`src/rtl/spu_pipe_pkg.sv`:
```
// Shared types for the SPU result-staging pipe.
// Slot entry layout and execution-unit ids.
package spu_pipe_pkg;

  localparam int DATA_W = 128;
  localparam int ADDR_W = 7;
  localparam int UNIT_W = 2;

  typedef enum logic [UNIT_W-1:0] {
    UNIT_FP   = 2'd0,
    UNIT_FX2  = 2'd1,
    UNIT_BYTE = 2'd2,
    UNIT_FX1  = 2'd3
  } unit_id_e;

  typedef struct packed {
    logic              valid;
    logic              write;
    logic [ADDR_W-1:0] addr;
    unit_id_e          unit;
    logic              ready;
    logic [DATA_W-1:0] data;
  } stage_entry_t;

endpackage

```
`src/rtl/fwd_lookup.sv`:
```
// Priority search of the staging slots for one source operand.
// The youngest (lowest-numbered) live producer decides the result.
module fwd_lookup
  import spu_pipe_pkg::*;
#(
  parameter int DEPTH = 7
) (
  input  logic [DEPTH:1]             i_live,
  input  logic [DEPTH:1]             i_ready,
  input  logic [DEPTH:1][ADDR_W-1:0] i_slot_addr,
  input  logic [DEPTH:1][DATA_W-1:0] i_slot_data,
  input  logic [ADDR_W-1:0]          i_addr,
  output logic                       o_hit,
  output logic                       o_stall,
  output logic [DATA_W-1:0]          o_data
);

  // Walk oldest to youngest so the youngest match is written last.
  always_comb begin
    o_hit   = 1'b0;
    o_stall = 1'b0;
    o_data  = '0;
    for (int k = DEPTH; k >= 1; k--) begin
      if (i_live[k] && (i_slot_addr[k] == i_addr)) begin
        o_hit   = i_ready[k];
        o_stall = ~i_ready[k];
        o_data  = i_ready[k] ? i_slot_data[k] : '0;
      end
    end
  end

endmodule

```
`src/rtl/result_stage_pipe.sv`:
```
// Result staging and forwarding pipe for one SPU issue pipe.
// Slots shift every cycle; units deposit results at their fixed latency.
module result_stage_pipe
  import spu_pipe_pkg::*;
#(
  parameter int                     DEPTH       = 7,
  parameter int                     NUM_UNITS   = 4,
  parameter logic [4*NUM_UNITS-1:0] UNIT_LAT    = 16'h2446,
  parameter int                     NUM_SRC     = 3,
  parameter int                     FLUSH_DEPTH = 3
) (
  input  logic                                clk,
  input  logic                                reset,
  input  logic                                issue_valid,
  input  logic [$clog2(NUM_UNITS)-1:0]        issue_unit,
  input  logic [ADDR_W-1:0]                   issue_rt_addr,
  input  logic                                issue_reg_write,
  input  logic [NUM_UNITS-1:0]                unit_valid,
  input  logic [NUM_UNITS-1:0][DATA_W-1:0]    unit_data,
  input  logic                                flush,
  input  logic [NUM_SRC-1:0][ADDR_W-1:0]      src_addr,
  output logic [NUM_SRC-1:0]                  src_hit,
  output logic [NUM_SRC-1:0][DATA_W-1:0]      src_data,
  output logic [NUM_SRC-1:0]                  src_stall,
  output logic                                stall,
  output logic [DATA_W-1:0]                   rt_wb,
  output logic [ADDR_W-1:0]                   rt_addr_wb,
  output logic                                reg_write_wb,
  output logic                                lat_err,
  output logic                                unit_err
);

  function automatic int lat_of(input int u);
    return int'(UNIT_LAT[4*u +: 4]);
  endfunction

  for (genvar u = 0; u < NUM_UNITS; u++) begin : g_lat_chk
    if (lat_of(u) < 1 || lat_of(u) > DEPTH - 1) begin : g_bad
      $error("UNIT_LAT of unit %0d outside 1..DEPTH-1", u);
    end
  end

  if (NUM_UNITS < 2 || NUM_UNITS > 4) begin : g_bad_units
    $error("NUM_UNITS must be 2..4");
  end

  if (FLUSH_DEPTH < 1 || FLUSH_DEPTH > DEPTH - 2) begin : g_bad_flush
    $error("FLUSH_DEPTH must be 1..DEPTH-2");
  end

  stage_entry_t [DEPTH:1]   r_slot;
  logic [DEPTH-1:1]         r_kill;
  logic                     r_lat_err;
  logic                     r_unit_err;

  stage_entry_t [DEPTH:1]   w_nxt;
  logic [DEPTH-1:1]         w_kill;
  logic                     w_uerr;
  logic                     w_late;

  always_comb begin
    w_nxt  = '0;
    w_kill = '0;
    w_uerr = 1'b0;

    w_nxt[1].valid = issue_valid & ~flush;
    w_nxt[1].write = issue_reg_write;
    w_nxt[1].addr  = issue_rt_addr;
    w_nxt[1].unit  = unit_id_e'(UNIT_W'(issue_unit));
    w_kill[1]      = issue_valid & flush;

    for (int k = 2; k <= DEPTH; k++) begin
      w_nxt[k] = r_slot[k-1];
    end
    for (int k = 2; k <= DEPTH - 1; k++) begin
      w_kill[k] = r_kill[k-1];
    end

    // Results for entries already killed by a flush are dropped quietly.
    for (int u = 0; u < NUM_UNITS; u++) begin
      if (unit_valid[u]) begin
        if (r_slot[lat_of(u)].valid &&
            r_slot[lat_of(u)].unit == unit_id_e'(u[UNIT_W-1:0])) begin
          w_nxt[lat_of(u)+1].data  = unit_data[u];
          w_nxt[lat_of(u)+1].ready = 1'b1;
        end else if (r_slot[lat_of(u)].valid || !r_kill[lat_of(u)]) begin
          w_uerr = 1'b1;
        end
      end
    end

    if (flush) begin
      for (int k = 2; k <= FLUSH_DEPTH + 1; k++) begin
        w_nxt[k].valid = 1'b0;
        w_kill[k]      = r_kill[k-1] | r_slot[k-1].valid;
      end
    end

    w_late = w_nxt[DEPTH].valid & w_nxt[DEPTH].write & ~w_nxt[DEPTH].ready;
  end

  always_ff @(posedge clk) begin
    if (reset) begin
      r_slot     <= '0;
      r_kill     <= '0;
      r_lat_err  <= 1'b0;
      r_unit_err <= 1'b0;
    end else begin
      r_slot <= w_nxt;
      r_kill <= w_kill;
      if (w_late) r_lat_err  <= 1'b1;
      if (w_uerr) r_unit_err <= 1'b1;
    end
  end

  logic [DEPTH:1]             w_live;
  logic [DEPTH:1]             w_ready;
  logic [DEPTH:1][ADDR_W-1:0] w_addr;
  logic [DEPTH:1][DATA_W-1:0] w_data;

  for (genvar k = 1; k <= DEPTH; k++) begin : g_view
    assign w_live[k]  = r_slot[k].valid & r_slot[k].write;
    assign w_ready[k] = r_slot[k].ready;
    assign w_addr[k]  = r_slot[k].addr;
    assign w_data[k]  = r_slot[k].data;
  end

  for (genvar s = 0; s < NUM_SRC; s++) begin : g_src
    fwd_lookup #(
      .DEPTH       (DEPTH)
    ) u_fwd (
      .i_live      (w_live),
      .i_ready     (w_ready),
      .i_slot_addr (w_addr),
      .i_slot_data (w_data),
      .i_addr      (src_addr[s]),
      .o_hit       (src_hit[s]),
      .o_stall     (src_stall[s]),
      .o_data      (src_data[s])
    );
  end

  logic w_unused;
  assign w_unused = ^r_slot[DEPTH].unit;

  assign stall        = |src_stall;
  assign rt_wb        = r_slot[DEPTH].data;
  assign rt_addr_wb   = r_slot[DEPTH].addr;
  assign reg_write_wb = r_slot[DEPTH].valid & r_slot[DEPTH].write &
                        r_slot[DEPTH].ready;
  assign lat_err      = r_lat_err;
  assign unit_err     = r_unit_err;

endmodule

```
`config.mk`:
```
export PLATFORM = sky130hd
export DESIGN_NAME = result_stage_pipe
export DESIGN_NICKNAME = d
export VERILOG_FILES = /design/src/rtl/spu_pipe_pkg.sv /design/src/rtl/fwd_lookup.sv /design/src/rtl/result_stage_pipe.sv
export SDC_FILE = /design/constraint.sdc
export NUM_CORES = 2
export LEC_CHECK = 0
export ABC_AREA = 1
export CAP_MARGIN = 20
export CORE_AREA = 8 8 412 414
export CTS_BUF_LIST = sky130_fd_sc_hd__clkbuf_16
export CTS_CLUSTER_DIAMETER = 200
export DETAILED_ROUTE_END_ITERATION = 8
export DIE_AREA = 0 0 420 422
export HOLD_SLACK_MARGIN = 0.15
export PLACE_DENSITY = 0.5
export SLEW_MARGIN = 30
export SYNTH_ARGS = -nofsm -noshare
export SYNTH_HDL_FRONTEND = slang
export SYNTH_SLANG_ARGS = --single-unit
```
`constraint.sdc`:
```
create_clock -name clk -period 5.6 [get_ports clk]
set_clock_uncertainty 0.15 [all_clocks]
set_input_delay 1.12 -clock clk [delete_from_list [all_inputs] [get_ports clk]]
set_output_delay 1.12 -clock clk [all_outputs]
set_load 0.02 [all_outputs]
```
==> flow_metrics.env <==
export IMPL_synth_nets=8574
export IMPL_hold_violations=0
export IMPL_hp_class="flip-flop to flip-flop"
export IMPL_regArea_um2=14590
export IMPL_mostFrequentLayoutCells="1,629 x nand2_1, 1,379 x a21oi_1, 1,137 x inv_1"
export IMPL_grt_pass1_wl_mm=427.8
export IMPL_synth_area_um2=48280
export IMPL_synthDistinctLibCells=52
export IMPL_vias=60280
export IMPL_clockBufferDepth=3
export IMPL_fin_crit_ns=5.561
export IMPL_path_delay_family="buffers and inverters"
export IMPL_ioPinCount=1080
export IMPL_die_area_um2=177200
export IMPL_grt_total_usage=0.3261
export IMPL_clock_latency_ns=0.73
export IMPL_ir_drop_mv=0.2105
export IMPL_core_um2=163500
export IMPL_switching_share=0.2424
export IMPL_yosys_area_top_type="dfxtp_1"
export IMPL_syn_inst=8023
export IMPL_fin_crit_sh=0.9930
export IMPL_cp_cell_sequence="clkdlybuf4s50_1, inv_2, nand2_1, nand2_1, nor3_2, nand4_4, buf_12, nor3_1, o21ai_1, a21oi_1, buf_4, clkdlybuf4s50_1"
export IMPL_grt_remaining_overflow=0
export IMPL_p_per_area_nw_per_um2=183.5
export IMPL_grt_use_met1=0.4033
export IMPL_pre_cts_ws_ns=-0.2531
export IMPL_final_max_slew_viol_count=0
export IMPL_root_buffer="clkbuf_16"
export IMPL_yosysWarningCount=0
export IMPL_netlist_area_leader_share=0.3019
export IMPL_globalplace_congestion=0.9488
export IMPL_grt_start_max_net_pins=162
export IMPL_grt_util_met2=0.5228
export IMPL_final_common_cell="nand2_1"
export IMPL_wl_mm=306.5
export IMPL_busiest_layer="met2"
export IMPL_synth_edf_count=0
export IMPL_synth_area_leaders="dfxtp_1 30%, a21oi_1 14%, nand2_1 13%, inv_1 8.8%, o21ai_0 6.1%"
export IMPL_start_util=0.2953
export IMPL_final_layout_size_suffix_gt1_frac=0.1064
export IMPL_max_stage_delay_ns=0.63
export IMPL_critPathKind="primary input to primary output"
export IMPL_setup_ws_ns=0.03928
export IMPL_stdcell_count=11320
export IMPL_grt_util_met3=0.05962
export IMPL_relSlewSlack=0.3420
export IMPL_status="completed"
export IMPL_pwr_share_clk=0.520
export IMPL_antenna_found_initial=38
export IMPL_fmax_mhz=179.8
export IMPL_path_max_fanout=20
export IMPL_clkTransAtPathRegs_ns=0.05
export IMPL_worst_ep_arrival_time_ns=4.29
export IMPL_tightest_slew_ns=0.9870
export IMPL_cp_slowest_cell="clkdlybuf4s50_1"
export IMPL_fin_nets=9576
export IMPL_htree_levels=3
export IMPL_grt_pass1_vias=57890
export IMPL_p_comb_frac=0.062
export IMPL_cp_end_kind="primary output"
export IMPL_viasPerCell=5.327
export IMPL_internal_power_mw=9.446
export IMPL_required_ns=4.33
export IMPL_ys_seq_elements=728
export IMPL_port_buffers=1079
export IMPL_switchingPower_mw=3.023
export IMPL_ys_seq_area_frac=0.3019
export IMPL_dp_hpwl_mm=229.3
export IMPL_wl_per_cell_um=27.08
export IMPL_finalSetupViolCount=0
export IMPL_cts_tree="built"
export IMPL_power_leakage_nw=30.30
export IMPL_drv_cap=0
export IMPL_die_w_um=420
export IMPL_area_growth_pct=40.73
export IMPL_die_h_um=422
export IMPL_firstDrtPassIters=8
export IMPL_worstSetupStartpointType="primary input"
export IMPL_utilization=0.4155
export IMPL_seqPwrFrac=0.418
export IMPL_postCtsHoldBufs=0
export IMPL_cts_sinks=728
export IMPL_drc=0
export IMPL_dr_first_iter_drc_count=6900
export IMPL_place_inst=11110
export IMPL_synth_flop_cell="dfxtp_1"
export IMPL_cts_buffers_inserted=95
export IMPL_multi_input_area_um2=25090
export IMPL_path_buf_inv=5
export IMPL_rows=149
export IMPL_nFillCells=17550
export IMPL_ant_nets=0
export IMPL_synthArstFlopShare=0
export IMPL_avgSynthCellArea_um2=6.017
[metrics by stage]
step / TNS [ns] / hold slack, ns / cell area [um2] / power (mW)
finish: 0 / 0.2516 / 67940 / 12.47
detailed placement: -6.919 / 0.2455 / 64360 / 6.086
floorplan: 0 / 0.2383 / 48280 / 5.519
CTS: 0 / 0.2537 / 67610 / 12.56
global placement: -7.115 / 0.2447 / 64360 / 6.089
global route: -0.008823 / 0.2742 / 67910 / 12.80
[sequential cells by signal, indices dropped and copies added (netlist names)]
name        cells
lat_err         1
r_kill          6
r_slot        585
rt_addr_wb      7
rt_wb         128
unit_err        1
[cells by family after synthesis]
kind of cell,Yosys count,share of synthesized area
buffers and inverters,1982,0.1827
AND/OR/NAND/NOR,2790,0.2363
AO/OA/AOI/OAI,2470,0.2690
flip-flops,728,0.3019
XOR/XNOR,43,0.007957
multiplexers,10,0.002074
[what timing repair did]
item,CTS,global route
cloned,0,1
setup buffers,0,1
endpoints found under the hold margin,0,0
pin swaps,1,1
gates resized for setup,22,50
setup endpoints to repair,140,191
[cell usage after synthesis, types with 16 or more instances]
library cell	count
inv_1	1129
nor2_1	494
clkbuf_1	366
a31oi_1	85
o22ai_1	35
nand3_1	545
nor3_1	70
inv_2	21
o21ai_1	204
buf_1	16
a21oi_1	1385
buf_2	200
a21oi_2	20
o21ai_0	590
nand2_1	1634
buf_6	45
xor2_1	29
dfxtp_1	728
o211ai_1	141
buf_4	181
[routing by layer]
metal  routed length, um  vias up
li1                    -    27850
met4               21840       14
met5                 105        -
met1              120600    28470
met2              138900     3251
met3               24950      694
[layout make-up]
cell class              instances  area share
diodes                         25   0.0009209
clock buffers                  97     0.03573
clock inverters                77     0.01135
inverters                    1159     0.06564
multi-input cells            5313      0.3692
flip-flops and latches        728      0.2148
well taps                    2189     0.04032
repair buffers               1728      0.2620
[worst paths after layout]
check                               endpoint        start  slack, ns  cells past startpoint
worst max-delay path            src_data[81]  src_addr[6]       0.04                     12
worst min-delay path             r_slot[550]  r_slot[410]       0.25                      2
worst max register to register   r_slot[612]  r_slot[559]       2.70                      6
worst min register to register   r_slot[550]  r_slot[410]       0.25                      2
[power groups by stage]
stage	Sequential, mW	Clock, mW	Combinational, mW
after CTS	5.21	6.58	0.769
after global placement	5.32	0	0.766
after floorplan	5.32	0	0.203
after global routing	5.21	6.77	0.825
final	5.21	6.48	0.778
after detailed placement	5.32	0	0.764
[worst min-delay path, stage by stage (launching register included)]
cell	delay [ns]
dfxtp_1	0.29
inv_1	0.04
nor2_1	0.03
(Power assumes the default switching activity.)
